## src/rtl/traffic_sched.sv

```systemverilog
// Four-lane traffic light scheduler: round-robin grants with min/max green,
// yellow and all-red clearance. Define TRAFFIC_SCHED_EMERG_EN for emergency preemption.
module traffic_sched #(
  parameter int unsigned GREEN_MIN = 4,
  parameter int unsigned GREEN_MAX = 10,
  parameter int unsigned YEL_T     = 2,
  parameter int unsigned ALLRED_T  = 1
) (
  input  logic       clk,
  input  logic       rst,
  input  logic [3:0] req,
`ifdef TRAFFIC_SCHED_EMERG_EN
  input  logic       emg_req,
  input  logic [1:0] emg_lane,
`endif
  output logic [3:0] red,
  output logic [3:0] yel,
  output logic [3:0] gre,
  output logic [1:0] cur_lane,
  output logic [1:0] phase
);

  typedef enum logic [1:0] {
    ALLRED = 2'b00,
    GREEN  = 2'b01,
    YELLOW = 2'b10
  } state_e;

  localparam logic [7:0] GMinT = 8'(GREEN_MIN - 1);
  localparam logic [7:0] GMaxT = 8'(GREEN_MAX - 1);
  localparam logic [7:0] YelT  = 8'(YEL_T - 1);
  localparam logic [7:0] ArT   = 8'(ALLRED_T - 1);

  state_e     state_q, state_d;
  logic [7:0] timer_q, timer_d;
  logic [3:0] pend_q, pend_d;
  logic [1:0] rr_q, rr_d;
  logic [1:0] lane_q, lane_d;
  logic       emg_q, emg_d;
  logic [3:0] red_q, red_d;
  logic [3:0] yel_q, yel_d;
  logic [3:0] gre_q, gre_d;

  logic [3:0] demand;
  logic [3:0] other;
  logic [3:0] clr;
  logic [3:0] mask;
  logic [1:0] idx;
  logic [1:0] pick;
  logic       found;
  logic       emg_act;
  logic [1:0] emg_ln;

`ifdef TRAFFIC_SCHED_EMERG_EN
  assign emg_act = emg_req;
  assign emg_ln  = emg_lane;
`else
  assign emg_act = 1'b0;
  assign emg_ln  = 2'd0;
`endif

  always_comb begin
    demand = pend_q | req;
    other  = demand & ~(4'b0001 << lane_q);
    found  = 1'b0;
    pick   = rr_q;
    idx    = rr_q;
    for (int k = 0; k < 4; k++) begin
      idx = rr_q + 2'(k);
      if (!found && demand[idx]) begin
        found = 1'b1;
        pick  = idx;
      end
    end
  end

  always_comb begin
    state_d = state_q;
    lane_d  = lane_q;
    rr_d    = rr_q;
    emg_d   = emg_q;
    unique case (state_q)
      ALLRED: begin
        if (timer_q >= ArT) begin
          if (emg_act) begin
            state_d = GREEN;
            lane_d  = emg_ln;
            emg_d   = 1'b1;
          end else if (found) begin
            state_d = GREEN;
            lane_d  = pick;
            emg_d   = 1'b0;
          end
        end
      end
      GREEN: begin
        if (emg_act) begin
          if (emg_ln != lane_q) state_d = YELLOW;
        end else if ((timer_q >= GMinT || timer_q >= GMaxT) && |other) begin
          state_d = YELLOW;
        end
      end
      YELLOW: begin
        if (timer_q >= YelT) begin
          state_d = ALLRED;
          // emergency grants must not disturb the round-robin order
          if (!emg_q) rr_d = lane_q + 2'd1;
        end
      end
      default: state_d = ALLRED;
    endcase
  end

  always_comb begin
    clr = 4'b0000;
    if (state_d == GREEN && state_q != GREEN) clr = 4'b0001 << lane_d;
    pend_d = (pend_q | req) & ~clr;
    if (state_d != state_q) timer_d = 8'd0;
    else if (timer_q == 8'hFF) timer_d = timer_q;
    else timer_d = timer_q + 8'd1;
  end

  always_comb begin
    mask  = 4'b0001 << lane_d;
    gre_d = 4'b0000;
    yel_d = 4'b0000;
    if (state_d == GREEN) gre_d = mask;
    if (state_d == YELLOW) yel_d = mask;
    red_d = ~(gre_d | yel_d);
  end

  always_ff @(posedge clk) begin
    if (rst) begin
      state_q <= ALLRED;
      timer_q <= 8'd0;
      pend_q  <= 4'd0;
      rr_q    <= 2'd0;
      lane_q  <= 2'd0;
      emg_q   <= 1'b0;
      red_q   <= 4'hF;
      yel_q   <= 4'h0;
      gre_q   <= 4'h0;
    end else begin
      state_q <= state_d;
      timer_q <= timer_d;
      pend_q  <= pend_d;
      rr_q    <= rr_d;
      lane_q  <= lane_d;
      emg_q   <= emg_d;
      red_q   <= red_d;
      yel_q   <= yel_d;
      gre_q   <= gre_d;
    end
  end

  assign red      = red_q;
  assign yel      = yel_q;
  assign gre      = gre_q;
  assign cur_lane = lane_q;
  assign phase    = state_q;

endmodule

```

## config.mk

```make
export PLATFORM = sky130hd
export DESIGN_NAME = traffic_sched
export DESIGN_NICKNAME = d
export VERILOG_FILES = /design/src/rtl/traffic_sched.sv
export SDC_FILE = /design/constraint.sdc
export NUM_CORES = 1
export LEC_CHECK = 0
export CAP_MARGIN = 40
export CORE_UTILIZATION = 52
export CTS_CLUSTER_DIAMETER = 80
export DETAILED_ROUTE_END_ITERATION = 8
export PLACE_DENSITY = 0.87
export SLEW_MARGIN = 20
export SYNTH_ARGS = -nofsm -noshare
export SYNTH_HDL_FRONTEND = slang
export SYNTH_SLANG_ARGS = --single-unit
```

## constraint.sdc

```tcl
create_clock -name clk -period 1.9 [get_ports clk]
set_input_delay 0.38 -clock clk [delete_from_list [all_inputs] [get_ports clk]]
set_output_delay 0.38 -clock clk [all_outputs]
set_load 0.1 [all_outputs]
```

# Word level (Yosys, flattened, before mapping)
# Index checks and enable logic that the tools add are counted.
# op_classes
muxes	26
shifts	2
n_bitwise	7
magnitude_cmp	8
n_reduce_logical	13
add_sub_neg	5
eq_ne	7
# ops
op	count
2-bit 2-to-1 mux	10
8-bit by 1-bit greater-or-equal comparator with 1-bit output (second input constant)	2
2-bit by 3-bit less-than comparator with 1-bit output (second input constant)	4
4-bit 2-to-1 mux	3
4-bit inverter	3
8-bit by 1-bit adder with 8-bit output (second input constant)	1
4-bit bitwise AND	2
1-bit binary-select mux with 2-bit select	4
8-bit equality test (second input constant)	1
8-bit by 2-bit greater-or-equal comparator with 1-bit output (second input constant)	1
8-bit by 4-bit greater-or-equal comparator with 1-bit output (second input constant)	1
1-bit 2-to-1 mux	8
4-bit bitwise OR	2
1-bit by 2-bit left shift with 4-bit output (first input constant)	2
2-bit one-hot mux with 3 select lines	1
1-bit logical AND	5
2-bit by 1-bit adder with 2-bit output (second input constant)	2
2-bit adder (second input constant)	2
2-bit by 1-bit equality test with 1-bit output (second input constant)	2
2-bit equality test (second input constant)	2
4-bit OR reduction	1
1-bit zero test	3
2-bit zero test	1
2-bit by 1-bit inequality test with 1-bit output (second input constant)	1
other kinds (4)	4
# word_totals
out_inout_bits	16
wordCells	76
regBits	30

# Logic depth before layout (Yosys ltp)
# Gate-level depths: netlist of the first run.
# depth
word_depth	21
mapped_depth	7
mapped_depth_nobuf	7

# Worst setup path before layout of the first run
# OpenSTA, ideal clock, no wires.
# synth_path
kind	flip-flop to flip-flop
startpoint	reg lane_q[0], in the netlist cur_lane[0]
endpoint	reg timer_q[4]
stages_incl_launch_ff	8
t_arrival_ps	2250
path_slack_ps	-487
setup_ps	137
period_less_slack_ps	2387
path_buffers	0
path_cell_list	dfxtp_1 > inv_1 > ha_1 > o21bai_1 > o2111ai_1 > a31oi_1 > o21ai_1 > nor3_1
# synth_via
elab_chain_cells	9
# synth_rtl
element	line_no	rtl
start, declared	38	logic [1:0] lane_q, lane_d;
start signal, assigned	148	lane_q <= lane_d;
1-bit by 2-bit left shift with 4-bit output	64	other = demand & ~(4'b0001 << lane_q);
4-bit inverter	64	
4-bit bitwise AND	64	
4-bit OR reduction	99	end else if ((timer_q >= GMinT || timer_q >= GMaxT) && |other) begin
1-bit logical AND	99	
2-bit 2-to-1 mux	99	
2-bit one-hot mux with 3 select lines	82	unique case (state_q)
2-bit inequality test	118	if (state_d != state_q) timer_d = 8'd0;
2-bit OR reduction (no source line)	n/a	
end signal, assigned	145	timer_q <= timer_d;
end, declared	35	logic [7:0] timer_q, timer_d;
# Every way passes these cells.
# A chain may end at the register's enable or synchronous reset.

# Final worst setup path of the first run
# layout_path
startpoint	in req[0]
endpoint	reg gre_q[0], in the netlist gre[0]
# layout_via
elab_chain_cells	18
# layout_rtl
element	line_no	rtl
start, declared	11	input logic [3:0] req,
4-bit bitwise OR (*)	63	demand = pend_q | req;
1-bit binary-select mux with 2-bit select	70	if (!found && demand[idx]) begin
1-bit 2-to-1 mux (not written as such)	70	
1-bit 2-to-1 mux	70	
1-bit zero test	70	
1-bit logical AND	70	
1-bit 2-to-1 mux	70	
1-bit zero test	70	
[... 2 more ...]	n/a	
1-bit zero test	70	
1-bit logical AND	70	
1-bit 2-to-1 mux or 2-bit 2-to-1 mux (tied branches)	70	
2-bit 2-to-1 mux	89	end else if (found) begin
2-bit 2-to-1 mux	84	if (timer_q >= ArT) begin
2-bit one-hot mux with 3 select lines or 2-bit 2-to-1 mux (tied branches)	82	
2-bit by 1-bit equality test with 1-bit output or 1-bit by 2-bit left shift with 4-bit output (tied branches)	127, 124	
4-bit 2-to-1 mux (*)	127	if (state_d == GREEN) gre_d = mask;
end signal, assigned	152	gre_q <= gre_d;
end, declared	42	logic [3:0] gre_q, gre_d;
# Every way passes the cells marked *; elsewhere a longest branch is shown, timed or not. The select of a mux whose other input is x is not followed.

==> summary.md, run 1 <==
| Metric | Value |
|---|---|
| Largest net degree at the start of global routing | `11` |
| Max-capacitance violation count | `0` |
| IO Pins | `22` |
| Worst R2R End | `gre[0]` |
| Internal Dissipation | `0.955 mW` |
| Power Density | `757 mW/mm²` |
| Post-route cell area | `0.00192 mm²` |
| Hold Slack | `519 ps` |
| Endpoints failing hold | `0` |
| R2r startpoint | `pend_q[0]` |
| Initial antenna violation count | `0` |
| WL final | `3630 µm` |
| CP required | `2160 ps` |
| # clock sinks | `30` |
| Clock power frac | `28.1%` |
| Synth Cell Area | `0.00140 mm²` |
| I/O Buffers | `21` |
| CP Capture Point | `gre[0]` |
| Cells after synthesis | `149` |
| Max Freq | `536 MHz` |
| Final Max Slew Viols | `0` |
| Crit. Startpoint | `req[0]` |
| Largest family of logic cells by synthesized area | `simple AND/OR/NAND/NOR gates` |
| Cell variety after synth | `41` |
| DIE AREA | `0.00291 mm²` |
| Top_reg_cell synth | `dfxtp_1` |
| Worst vdd ir | `0.000913 V` |
| R2R setup slack | `70 ps` |
| Sequential share of power | `47.4%` |
| Initial Util | `55.6%` |
| Hold WC Path Type | `flop to flop` |
| Clk_skew | `12.8 ps` |
| Dpl hpwl | `2560 µm` |
| # fillers | `165` |
| Clock transition at path regs | `100 ps` |
| Initial DRT Pass Iterations | `4` |
| Std-Cell Rows | `18` |
| Outcome | `finished clean` |
| Synth top cells by count | `dfxtp_1 (30), nor2_1 (16), nor3_1 (11)` |
| Fraction of registers with async set/reset | `0%` |
| Hold-fix buffers, CTS | `0` |
| Syn nets | `162` |
| Post-Synth Simple-Gate Area | `24.3%` |
| Area share of the largest cell type after synthesis | `42.8%` |
| Measured slew at the worst slew-check pin | `442 ps` |
| Grt ovf | `0` |
| Pleak | `0.766 nW` |
| DRC viols | `0` |
| Post-CTS setup buffers | `0` |
| Slew headroom | `70.5%` |
| First-pass GRT wire length | `5230 µm` |
| Total chip power | `1.45 mW` |
| Part of the cycle the worst path needs | `98.1%` |
| H-tree Lvls | `2` |
| Placed instance area | `0.00177 mm²` |
| Floorplan die height | `53.9 µm` |
| CTS Buf Count | `5` |
| Final setup viols | `0` |
| Area grow syn2layout | `36.6%` |
| Warnings from Yosys | `0` |
| CTS tree | `done` |
| WP data arrival | `2130 ps` |
| Compound-gate portion of the synthesized area | `20.6%` |
| Die width | `53.9 µm` |
| Clk Latency, worst-skew pair | `340 ps` |
| Reg2Reg Depth | `6` |
| Number of DRC markers in iteration 0 | `19` |
| Layout cells sized above 1 | `30.9%` |
| Post-route ant nets | `0` |
| Critical Path Sink Type | `flop` |
| Clk root buf | `clkbuf_4` |
| Syn_area_per_cell | `9.41 µm²` |
| Yosys reg bits | `30` |
| WS Path Type | `input port to flop` |
| Crit-path max FO | `6` |
| Most numerous cell in the Yosys netlist | `dfxtp_1` |
| Gate power share | `24.5%` |
| Tot GR Track Use | `26.6%` |
| XOR/XNOR share of the synthesized area | `2.50%` |
| Core area | `0.00252 mm²` |
| Post-synthesis mux area share | `1.43%` |
| Largest area contributor in the synthesized netlist | `dfxtp_1` |
| Synth top area cells | `dfxtp_1 (43%), ha_1 (6.2%), nor2_1 (4.3%)` |
| CTS max path bufs | `2` |
| Net Sw Frac | `34.1%` |
| Final #Nets | `203` |
| GP Congestion | `0.832` |
| Routed vias/inst | `5.84` |
| Seq/Total Area, Yosys | `42.8%` |
| Area share of fa/ha/maj cells after synthesis | `6.24%` |
| Number of synthesized flops with an enable pin | `0` |
| Wire length per cell | `16.4 µm` |
| Vias in the first global route | `1181` |
| CP startpoint kind | `input port` |
| Routed vias | `1290` |
| Antenna cell count | `0` |
| Min Tclk post-route | `1860 ps` |
| Switch Pwr | `0.494 mW` |
## worst min path at each step
stage | depth (start not counted) | slack [ps] | endpoint | start
2_1_floorplan | 2 | 490 | timer_q[5] | timer_q[5]
3_3_place_gp | 1 | 500 | rr_q[0] | cur_lane[0]
3_5_place_dp | 1 | 510 | rr_q[0] | cur_lane[0]
4_1_cts | 1 | 520 | rr_q[0] | cur_lane[0]
5_1_grt | 1 | 540 | rr_q[0] | cur_lane[0]
6_report | 1 | 520 | rr_q[0] | cur_lane[0]
## cell families (layout without fill, tap and decap cells)
kind of cell	Yosys count	in the layout
AO/OA/AOI/OAI	38	38
XOR/XNOR	4	4
adder cells (fa/ha/maj)	7	7
buffers and inverters	8	50
flip-flops	30	30
multiplexers	2	2
AND/OR/NAND/NOR	60	60
## worst max-delay path: stages
cell and delay, ps:
clkdlybuf4s50_1 510, nor4_2 60, buf_4 160, a211o_2 380, buf_4 170, a21o_4 250
nor3_2 210
## final cells by class
type                            count  area [µm²]  area share, %
Multi-Input combinational cell    111         851           44.4
Sequential cell                    30         608           31.7
Timing Repair Buffer               35         329           17.2
Clock buffer                        6        51.3           2.68
Tap cell                           30        37.5           1.96
Inverter                            7        26.3           1.37
Clock inverter                      2        12.5          0.653
## timing repair
item                       CTS  global route
gates resized for setup      7            10
setup endpoints to repair   10            16
pin swaps                    0             2
## state kept, by name, indices dropped and copies added, names as in the netlist
register	count
timer_q	8
gre	4
pend_q	4
red	4
yel	4
cur_lane	2
phase	2
rr_q	2
## through the flow
| step | std cells | setup TNS, ps | utilization (%) | worst slack, ps |
|---|---|---|---|---|
| 5_1_grt | 221 | -12.5 | 75.9 | -12.5 |
| 6_report | 221 | 0 | 75.9 | 35.3 |
| 3_5_place_dp | 213 | -7680 | 70.1 | -397 |
| 4_1_cts | 221 | -9.31 | 73.7 | -9.11 |
| 2_1_floorplan | 149 | 0 | - | 1.51 |
| 3_3_place_gp | 213 | -5610 | 70.1 | -323 |
## power by group through the flow
| stage | Sequential (mW) | Combinational, mW | Clock (mW) |
|---|---|---|---|
| 2_1_floorplan | 0.797 | 0.112 | 0 |
| 3_3_place_gp | 0.696 | 0.316 | 0 |
| 3_5_place_dp | 0.698 | 0.327 | 0 |
| 4_1_cts | 0.685 | 0.337 | 0.410 |
| 5_1_grt | 0.690 | 0.372 | 0.443 |
| 6_report | 0.688 | 0.355 | 0.407 |
## layout by cell type (no fill, tap or decap), types with 7 or more instances in the layout
master    instances
ha_1              7
nor2_1           15
dfxtp_1          28
inv_1             7
buf_4            26
nand3_1           7
o21bai_1          7
nor3_1            7
## metal layers
metal | GRT usage [%] | wire length (µm)
met5 | 0 | 0
met4 | 11.8 | 63
met3 | 7.63 | 151
met2 | 48.8 | 2000
met1 | 27.7 | 1420
Power figures use the tool's default switching activity.
==> run 2, diff against run 1 <==
--- a/config.mk
+++ b/config.mk
@@ -10,6 +10,7 @@
 export CTS_CLUSTER_DIAMETER = 80
 export DETAILED_ROUTE_END_ITERATION = 8
 export PLACE_DENSITY = 0.87
+export RECOVER_POWER = 25
 export SLEW_MARGIN = 20
 export SYNTH_ARGS = -nofsm -noshare
 export SYNTH_HDL_FRONTEND = slang
==> run 2 against run 1 <==
Clock-buffer cell count stayed put. Via count fell by 0.78%. Largest power group unchanged. Combinational power is 3% lower.
==> summary.md, run 2 (same netlist as run 1, synthesis figures left out) <==
| Metric | Value |
|---|---|
| Met2 usage | `48.8% (unchanged)` |
| Hold WC Path Type | `flop to flop` |
| Die width | `53.9 µm (unchanged)` |
| GP Congestion | `0.832 (unchanged)` |
| Grt ovf | `0 (unchanged)` |
| Routed vias/inst | `5.79 (-0.78%)` |
| Core area | `0.00252 mm² (unchanged)` |
| WP data arrival | `2080 ps (-50 ps)` |
| Initial antenna violation count | `0 (unchanged)` |
| Busiest metal layer after global routing | `met2` |
| Hold EP | `rr_q[0]` |
| Routed vias | `1280 (-0.78%)` |
| Clk_skew | `11.8 ps (-1.01 ps)` |
| WL final | `3620 µm (-0.28%)` |
| Most frequent cells in the layout | `dfxtp_1 (28), buf_4 (17), nor2_1 (15)` |
| Antenna cell count | `0 (unchanged)` |
| GR Util met1 | `27.7% (unchanged)` |
| Tot GR Track Use | `26.6% (unchanged)` |
| Power Density | `766 mW/mm² (+1.3%)` |
| Floorplan die height | `53.9 µm (unchanged)` |
| Area grow syn2layout | `33.9%` |
| CTS max path bufs | `2 (unchanged)` |
| Final Max Slew Viols | `0 (unchanged)` |
| CP required | `2110 ps (-50 ps)` |
| Util after Layout | `74.5% (-1.5 points)` |
| Largest net degree at the start of global routing | `11 (unchanged)` |
| Commonest non-fill, non-tap cell in the layout | `dfxtp_1` |
| Slew headroom | `63.0% (-7.5 points)` |
| Initial DRT Pass Iterations | `4 (unchanged)` |
| Final setup viols | `0 (unchanged)` |
| Hold Slack | `500 ps (-18.8 ps)` |
| M3 GR Usage | `7.63% (unchanged)` |
| I/O Buffers | `21 (unchanged)` |
| Final #Nets | `203 (unchanged)` |
| Post-route cell area | `0.00188 mm² (-2.0%)` |
| Net Sw Frac | `34.3% (+0.17 points)` |
| Vias in the first global route | `1181 (unchanged)` |
| Part of the cycle the worst path needs | `98.3% (+0.14 points)` |
| Reg2Reg Depth | `6 (unchanged)` |
| Layout cells sized above 1 | `30.9% (unchanged)` |
| Hold depth | `1 (unchanged)` |
| CP startpoint kind | `input port` |
| Max-capacitance violation count | `0 (unchanged)` |
| Placed instance area | `0.00177 mm² (unchanged)` |
| # clock sinks | `30 (unchanged)` |
| # fillers | `175 (+6.1%)` |
| Max reg flops | `8 (unchanged)` |
| Min Tclk post-route | `1870 ps (+2.63 ps)` |
| DRC viols | `0 (unchanged)` |
| Pleak | `0.756 nW (-1.3%)` |
| Std-Cell Rows | `18 (unchanged)` |
| Number of DRC markers in iteration 0 | `20 (+1)` |
| Post-route ant nets | `0 (unchanged)` |
| Clock transition at path regs | `100 ps (about the same)` |
| IO Pins | `22 (unchanged)` |
| CTS tree | `done` |
| Worst R2R End | `red[3]` |
| Dpl hpwl | `2560 µm (unchanged)` |
| Hold-fix buffers, CTS | `0 (unchanged)` |
| Clk Latency, worst-skew pair | `340 ps (about the same)` |
| Largest Register | `timer_q` |
| TNS Setup | `0 ps (unchanged)` |
| Gate power share | `24.1% (-0.4 points)` |
| Hold Path Origin | `cur_lane[0]` |
| Clk root buf | `clkbuf_4` |
| Crit-path max FO | `6 (unchanged)` |
| Clock power frac | `28.2% (about the same)` |
| WS Path Type | `input port to flop` |
| Reg area | `608 µm² (unchanged)` |
| Post-CTS setup buffers | `0 (unchanged)` |
| Measured slew at the worst slew-check pin | `557 ps (+115 ps)` |
| Critical Path Sink Type | `flop` |
| Endpoints failing hold | `0 (unchanged)` |
| First-pass GRT wire length | `5230 µm (unchanged)` |
| Internal Dissipation | `0.945 mW (-0.99%)` |
| Worst vdd ir | `0.000912 V (-0.20%)` |
| Placed cells | `213 (unchanged)` |
| H-tree Lvls | `2 (unchanged)` |
| R2R setup slack | `70 ps (about the same)` |
| Initial Util | `55.6% (unchanged)` |
| CTS Buf Count | `5 (unchanged)` |
| Switch Pwr | `0.493 mW (-0.23%)` |
| DIE AREA | `0.00291 mm² (unchanged)` |
| Final std cells w/o fill | `221 (unchanged)` |
| Outcome | `finished clean` |
| R2r startpoint | `pend_q[0]` |
| Wire length per cell | `16.4 µm (-0.28%)` |
| Max Freq | `536 MHz (-0.14%)` |
| Multi-input combinational cell area | `851 µm² (unchanged)` |
| Sequential share of power | `47.7% (+0.3 points)` |
-- run 2: cell count changes in the layout (fill, tap and decap cells not counted), sizes merged --
cell,change
buf,-10
clkbuf,+10
-- run 2: routing by layer --
layer	vias up	part of all wire [%]
met1	613	40
met4	0	1.7
met2	31	55
met3	4	3.5
met5	-	0
li1	632	-
-- run 2: timing repair --
item	in CTS	in global routing
gates resized for setup	7	10
pin swaps	0	2
endpoints found under the hold margin	0	0
setup endpoints to repair	10	16
-- run 2: power by group through the flow --
| stage | logic (mW) | registers, mW | clock network, mW |
|---|---|---|---|
| 2_1_floorplan | 0.112 | 0.797 | 0 |
| 3_3_place_gp | 0.316 | 0.696 | 0 |
| 3_5_place_dp | 0.327 | 0.698 | 0 |
| 4_1_cts | 0.337 | 0.685 | 0.410 |
| 5_1_grt | 0.362 | 0.689 | 0.443 |
| 6_report | 0.346 | 0.687 | 0.406 |
-- run 2: critical path, stage by stage --
cell and delay, ps:
clkdlybuf4s50_1 510, nor4_2 60, buf_4 160, a211o_2 380, a21o_1 230, o21ai_4 230
nand3_1 130
-- run 2: layout make-up --
class,instances,area share (%)
inverter,7,1.40
clock buffer,6,2.73
multi-input combinational,111,45.3
sequential,30,32.4
timing repair buffer,35,15.5
clock inverter,2,0.666
tap,30,2.00
-- run 2: how the worst max path moves through the flow --
stage | startpoint | endpoint
floorplan | phase[0] | red[0]
global placement | req[2] | red[0]
detailed placement | req[1] | red[3]
CTS | req[2] | gre[0]
global route | timer_q[3] | red[3]
finish | req[0] | red[3]
-- run 2: per-stage QoR --
step | total power [mW] | worst slack, ps
2_1_floorplan | 0.908 | 1.51
3_3_place_gp | 1.01 | -323
3_5_place_dp | 1.03 | -397
4_1_cts | 1.43 | -9.11
5_1_grt | 1.49 | -12.5
6_report | 1.44 | 32.6
